<file path="config.mk">
export PLATFORM = sky130hd
export DESIGN_NAME = req_pending_tracker
export DESIGN_NICKNAME = d
export VERILOG_FILES = /design/src/rtl/req_pending_tracker.sv
export SDC_FILE = /design/constraint.sdc
export NUM_CORES = 1
export LEC_CHECK = 0
export BUFFER_PORTS_ARGS = -buffer_cell sky130_fd_sc_hd__clkbuf_2
export CAP_MARGIN = 20
export CORE_MARGIN = 4
export CORE_UTILIZATION = 49
export CTS_CLUSTER_SIZE = 40
export DETAILED_ROUTE_END_ITERATION = 8
export GPL_TIMING_DRIVEN = 0
export PLACE_DENSITY = 0.78
export SYNTH_ARGS = -nofsm -noshare
export SYNTH_HDL_FRONTEND = slang
export SYNTH_SLANG_ARGS = --single-unit
export TNS_END_PERCENT = 1
</file>
<file path="constraint.sdc">
create_clock -name clk -period 2 [get_ports clk]
set_input_delay 0.2 -clock clk [delete_from_list [all_inputs] [get_ports clk]]
set_output_delay 0.2 -clock clk [all_outputs]
set_load 0.005 [all_outputs]
</file>
<file path="src/rtl/req_pending_tracker.sv">
// Per-channel pending-transaction counters feeding a fixed-priority arbiter; push visible on req after 1 cycle, gnt retires in the same cycle.
// No backpressure: counters saturate at max, setting a sticky ovf; grants to empty channels or multi-hot grants set a sticky err_gnt.
module req_pending_tracker #(
  parameter int NCH = 4,
  parameter int CW  = 3
) (
  input  logic              clk,
  input  logic              rst,
  input  logic [NCH-1:0]    push,
  input  logic [NCH-1:0]    gnt,
  output logic [NCH-1:0]    req,
  output logic [NCH*CW-1:0] pend_cnt,
  output logic              busy,
  output logic [NCH-1:0]    ovf,
  output logic              err_gnt
);

  localparam logic [CW-1:0] CMAX = '1;
  localparam logic [CW-1:0] CONE = CW'(1);

  logic [CW-1:0]  cnt_q [NCH];
  logic [CW-1:0]  cnt_d [NCH];
  logic [NCH-1:0] nz;
  logic [NCH-1:0] inc;
  logic [NCH-1:0] dec;
  logic [NCH-1:0] ovf_d;
  logic           err_d;

  always_comb begin
    req      = '0;
    pend_cnt = '0;
    nz       = '0;
    inc      = '0;
    dec      = '0;
    ovf_d    = ovf;
    err_d    = err_gnt;
    if (!$onehot0(gnt)) err_d = 1'b1;
    for (int i = 0; i < NCH; i++) begin
      cnt_d[i] = cnt_q[i];
      nz[i]    = (cnt_q[i] != '0);
      inc[i]   = push[i];
      dec[i]   = gnt[i] && nz[i];
      if (gnt[i] && !nz[i]) err_d = 1'b1;
      // A simultaneous push and retire cancel out, even at saturation.
      if (inc[i] && !dec[i]) begin
        if (cnt_q[i] == CMAX) ovf_d[i] = 1'b1;
        else                  cnt_d[i] = cnt_q[i] + CONE;
      end else if (dec[i] && !inc[i]) begin
        cnt_d[i] = cnt_q[i] - CONE;
      end
      // Drop req as the last pending item is granted so the arbiter cannot re-grant it.
      req[i] = nz[i] && !((cnt_q[i] == CONE) && gnt[i]);
      pend_cnt[i*CW +: CW] = cnt_q[i];
    end
    busy = |nz;
  end

  always_ff @(posedge clk) begin
    if (rst) begin
      for (int i = 0; i < NCH; i++) cnt_q[i] <= '0;
      ovf     <= '0;
      err_gnt <= 1'b0;
    end else begin
      for (int i = 0; i < NCH; i++) cnt_q[i] <= cnt_d[i];
      ovf     <= ovf_d;
      err_gnt <= err_d;
    end
  end

endmodule

</file>
==> results.json, run 1 <==
{
  "cp-startpoint": "gnt[3]",
  "layout_commonest_cell": "clkbuf_2",
  "relSlewSlack": 0.651,
  "timing_hold_violations_final": 0,
  "min_from": "push[2]",
  "grt_pass1_vias": 1248,
  "outcome": "completed",
  "syn_area_per_cell_um2": 8.50,
  "syn_inst": 177,
  "clk_latency_ps": 290,
  "path_clk_slew_ps": 100,
  "vdd_drop_max_v": 0.000533,
  "fp.dieW_um": 63.4,
  "syn_area_um2": 1500,
  "cts_buffers": 3,
  "synth_compound_area_frac": 0.235,
  "place_hpwl_um": 2540,
  "period_share": 0.942,
  "cts_tree": "yes",
  "cp-endpoint": "err_gnt",
  "cts.htree.levels": 1,
  "period_minus_slack_ps": 1880,
  "ys_warn_count": 0,
  "synth_fa_ha_area_frac": 0.213,
  "post_drt_wl_per_cell_um": 13.4,
  "antenna_cells": 0,
  "regToRegStartpoint": "cnt_q[1][0]",
  "overflow": 0,
  "wirelength_um": 3230,
  "slew_violations": 0,
  "r2r_cells": 6,
  "grt_pass1_wl_um": 5410,
  "synthSimpleGateAreaFrac": 0.243,
  "initial_core_util": 0.527,
  "finalSetupTns_ps": 0,
  "ys.flop_type": "dfxtp_1",
  "viasPerCell": 5.58,
  "finClkSkew_ps": 4.77,
  "drive_gt1_frac": 0.286,
  "leakagePower_nw": 0.823,
  "antenna_left": 0,
  "regArea_um2": 340,
  "critPathRequiredTime_ps": 2170,
  "drtIter0Drc": 61,
  "rsz0062_at_grt": "false",
  "hp-class": "input port to register",
  "drcViolationCount": 0,
  "rows": 19,
  "critPathLaunchType": "input port",
  "cts_max_path_buffers": 2,
  "hold-worst-slack_ps": 181,
  "synthToLayoutAreaGrowth_pct": 14.9,
  "synth_edf_count": 0,
  "first_pass_iters": 5,
  "synth.area.mux_share": 0.0133,
  "reg2reg_slack_ps": 330,
  "fin_nets": 246,
  "finalSetupViolCount": 0,
  "async_reset_ff_frac": 0,
  "synth_top_family_by_area": "simple AND/OR/NAND/NOR gates",
  "worstSetupPathType": "input port to register",
  "io_buffer_count": 29,
  "cts.sinks": 17,
  "antenna_found_initial": 0,
  "synth_seq_cells": 17,
  "gp_congestion": 0.818,
  "end_kind": "register",
  "multi_input_area_um2": 1070,
  "die_h_um": 63.4,
  "nFillCells": 273,
  "dieArea_um2": 4020,
  "drv_cap": 0,
  "synthXorXnorAreaFrac": 0,
  "synth_cell_types": 40,
  "holdPathStages": 2,
  "fmax_ghz": 0.531,
  "crit_arrival_ps": 2050,
  "synth_seq_area_share": 0.226,
  "coreArea_um2": 2850,
  "cp_max_fo": 10,
  "cts_root_buf": "clkbuf_4",
  "num_vias": 1344,
  "grt_use_total": 0.163,
  "r2r_end": "cnt_q[1][1]",
  "grt_max_degree": 11,
  "syn-num-nets": 212,
  "io_pins": 32,
  "mostFrequentLayoutCells": "29 x clkbuf_2, 24 x ha_1, 20 x a21oi_1, 18 x inv_1, 17 x dfxtp_1",
  "power.density_cell_area_nw_per_um2": 878,
  "worst_pin_slew_ps": 523
}
[critical path: stages]
cell and delay [ps]:
clkbuf_2 90, buf_4 170, inv_1 80, fa_1 480, inv_1 40, ha_1 190
inv_1 90, ha_1 230, nor3b_2 170, a21oi_1 70, a211oi_2 150, a21oi_1 90
[synthesized netlist by cell type, types with 5 or more instances]
library cell,instances,share of area
nand2b_1,9,0.037
inv_1,18,0.045
nand2_1,8,0.020
dfxtp_1,17,0.23
a21oi_1,20,0.067
ha_1,24,0.20
a21oi_2,5,0.029
nor2_1,5,0.012
a31oi_1,5,0.021
nor3_1,10,0.033
a211oi_1,6,0.030
[how the worst min path moves through the flow]
stage | end | slack, ps
2_1_floorplan | cnt_q[0][1] | 300
3_3_place_gp | ovf[3] | 450
3_5_place_dp | ovf[2] | 460
4_1_cts | cnt_q[2][1] | 170
5_1_grt | cnt_q[2][1] | 220
6_report | cnt_q[2][1] | 180
[power by group]
part / switching [mW] / total (mW) / internal (mW)
Combinational: 0.439 / 0.853 / 0.415
Sequential: 0.0796 / 0.476 / 0.396
Clock: 0.111 / 0.188 / 0.0775
Total: 0.629 / 1.52 / 0.888
[cell families (layout without fill, tap and decap cells)]
family	after synthesis	after routing
buffers and inverters	25	58
multiplexers	2	2
AO/OA/AOI/OAI	53	53
flip-flops	17	17
adder cells (fa/ha/maj)	25	25
AND/OR/NAND/NOR	55	55
[what timing repair did]
action | in CTS | in global routing
setup endpoints to repair | 0 | 1
hold buffers | 0 | 0
setup buffers | 0 | 0
gates resized for setup | 0 | 1
[cell type report]
type                       count  share of cell area
multi-input combinational    135               0.619
buffer                         6              0.0210
clock buffer                   4              0.0152
sequential                    17               0.197
timing repair buffer          29              0.0840
tap                           31              0.0224
inverter                      19              0.0413
[per-stage QoR]
step	utilization	area, um^2	std cells	power [mW]	setup slack, ps
6_report	0.606	1730	241	1.52	117
5_1_grt	0.606	1730	241	1.65	65.0
4_1_cts	0.604	1720	241	1.52	101
3_5_place_dp	0.595	1700	237	1.33	-198
3_3_place_gp	0.595	1700	237	1.31	-149
2_1_floorplan	-	1510	177	1.10	29.8
[routing by layer]
layer | wire (um) | part of all wire | vias to the layer above | global-route usage
met2 | 1610 | 0.50 | 29 | 0.286
met3 | 112 | 0.035 | 4 | 0.0373
li1 | - | - | 698 | -
met5 | 0 | 0 | - | 0
met1 | 1480 | 0.46 | 613 | 0.200
met4 | 25 | 0.0077 | 0 | 0.0404
[state kept, by name (all words and copies together) (netlist names)]
register and count:
ovf 4, err_gnt 1, cnt_q 12
(Power assumes the default switching activity.)
==> run 2, diff against run 1 <==
==> constraint.sdc (replaced) <==
create_clock -name clk -period 1.69 [get_ports clk]
set_input_delay 0.169 -clock clk [delete_from_list [all_inputs] [get_ports clk]]
set_output_delay 0.169 -clock clk [all_outputs]
set_load 0.005 [all_outputs]
==> results.json, run 2 (synthesis gave the netlist of run 1 again) <==
{
  "cts_root_buf": "clkbuf_4",
  "cts.sinks": 17,
  "clk_latency_ps": 300,
  "vdd_drop_max_v": 0.000605,
  "largest_reg_flops": 12,
  "layout.cells.non_filler": 244,
  "netSwitchingPower_mw": 0.796,
  "rsz0062_at_grt": "true",
  "cts_hold_buf": 0,
  "drive_gt1_frac": 0.357,
  "reg_top3": "cnt_q x12, ovf x4, err_gnt x1",
  "io_buffer_count": 29,
  "mostFrequentLayoutCells": "28 x clkbuf_2, 20 x a21oi_1, 18 x ha_1, 15 x dfxtp_1, 12 x inv_1",
  "p_int_mw": 1.13,
  "critPathLaunchType": "input port",
  "period_share": 0.987,
  "grt_max_degree": 11,
  "grt_pass1_vias": 1384,
  "coreArea_um2": 2850,
  "numPlacedInstances": 237,
  "drtIter0Drc": 91,
  "finalSetupTns_ps": 0,
  "power.density_cell_area_nw_per_um2": 1040,
  "drv_cap": 0,
  "cts_tree": "yes",
  "cp_max_fo": 2,
  "layout_commonest_cell": "clkbuf_2",
  "finish.utilization": 0.646,
  "power_frac_seq": 0.296,
  "outcome": "completed",
  "worst_pin_slew_ps": 579,
  "antenna_left": 0,
  "post_drt_wl_per_cell_um": 14.5,
  "path_clk_slew_ps": 110,
  "cts.htree.levels": 1,
  "fp.dieW_um": 63.4,
  "antenna_cells": 0,
  "worstSetupPathType": "input port to register",
  "final.setup.worst_slack_ps": 21.8,
  "initial_core_util": 0.527,
  "period_minus_slack_ps": 1670,
  "power.share.clock": 0.121,
  "place_ws_ps": -443,
  "num_vias": 1390,
  "grt_pass1_wl_um": 6180,
  "critPathRequiredTime_ps": 1870,
  "wirelength_um": 3540,
  "power_frac_comb": 0.583,
  "grt_use_total": 0.189,
  "viasPerCell": 5.70,
  "dieArea_um2": 4020,
  "io_pins": 32,
  "antenna_found_initial": 0,
  "fmax_ghz": 0.599,
  "finClkSkew_ps": 7.34,
  "leakagePower_nw": 0.848,
  "first_pass_iters": 4,
  "timing_hold_violations_final": 0,
  "rows": 19,
  "swShare": 0.414,
  "die_h_um": 63.4,
  "fin_area_um2": 1840,
  "top_register": "cnt_q",
  "place_area_um2": 1740,
  "relSlewSlack": 0.614,
  "synthToLayoutAreaGrowth_pct": 22.6,
  "p_total_mw": 1.92,
  "slew_violations": 0,
  "hp-class": "input port to register",
  "crit_arrival_ps": 1850,
  "gp_congestion": 0.876,
  "cts_buffers": 3,
  "hold-worst-slack_ps": 147,
  "end_kind": "register",
  "place_hpwl_um": 2810,
  "cts_max_path_buffers": 2,
  "fin_nets": 249,
  "finalSetupViolCount": 0,
  "drcViolationCount": 0,
  "overflow": 0
}
[run 2: final cells by class]
type / instances / area (um^2)
Fill cell: 252 / 1010
Timing Repair Buffer: 32 / 176
Clock buffer: 4 / 26.3
Multi-Input combinational cell: 135 / 1130
Tap cell: 31 / 38.8
Buffer: 6 / 57.6
Sequential cell: 17 / 343
Inverter: 19 / 76.3
[run 2: routing by layer]
layer,GRT usage,wire [um],share of wire,vias up
met5,0,0,0,-
met4,0.0593,51,0.014,0
met3,0.0409,112,0.032,7
met2,0.323,1790,0.50,24
met1,0.233,1590,0.45,657
li1,-,-,-,702
[run 2: what timing repair did]
item / in CTS / in global routing
buffers inserted: 3 / 0
pin swaps: 6 / 3
setup endpoints to repair: 5 / 7
gates resized for setup: 4 / 11
[run 2: worst max-delay path, cell delays in order]
cell and delay [ps]:
clkbuf_8 110, buf_12 90, inv_4 20, fa_1 460
inv_1 50, ha_2 170, inv_2 70, ha_4 190
nor3b_2 150, a21oi_1 50, a211oi_1 200, a21oi_1 100
[run 2: worst paths after layout]
path / start / endpoint / slack [ps] / cells after the start
worst max-delay path: gnt[3] / err_gnt / 20 / 12
worst min-delay path: push[2] / cnt_q[2][1] / 150 / 2
worst max register to register: cnt_q[2][0] / cnt_q[2][0] / 140 / 6
worst min register to register: ovf[1] / ovf[1] / 490 / 2
[run 2: power groups by stage]
stage | combinational [mW] | sequential (mW) | clock (mW)
6_report | 1.12 | 0.570 | 0.232
5_1_grt | 1.25 | 0.586 | 0.251
4_1_cts | 1.06 | 0.566 | 0.233
3_5_place_dp | 1.03 | 0.575 | 0
3_3_place_gp | 0.986 | 0.565 | 0
2_1_floorplan | 0.760 | 0.560 | 0
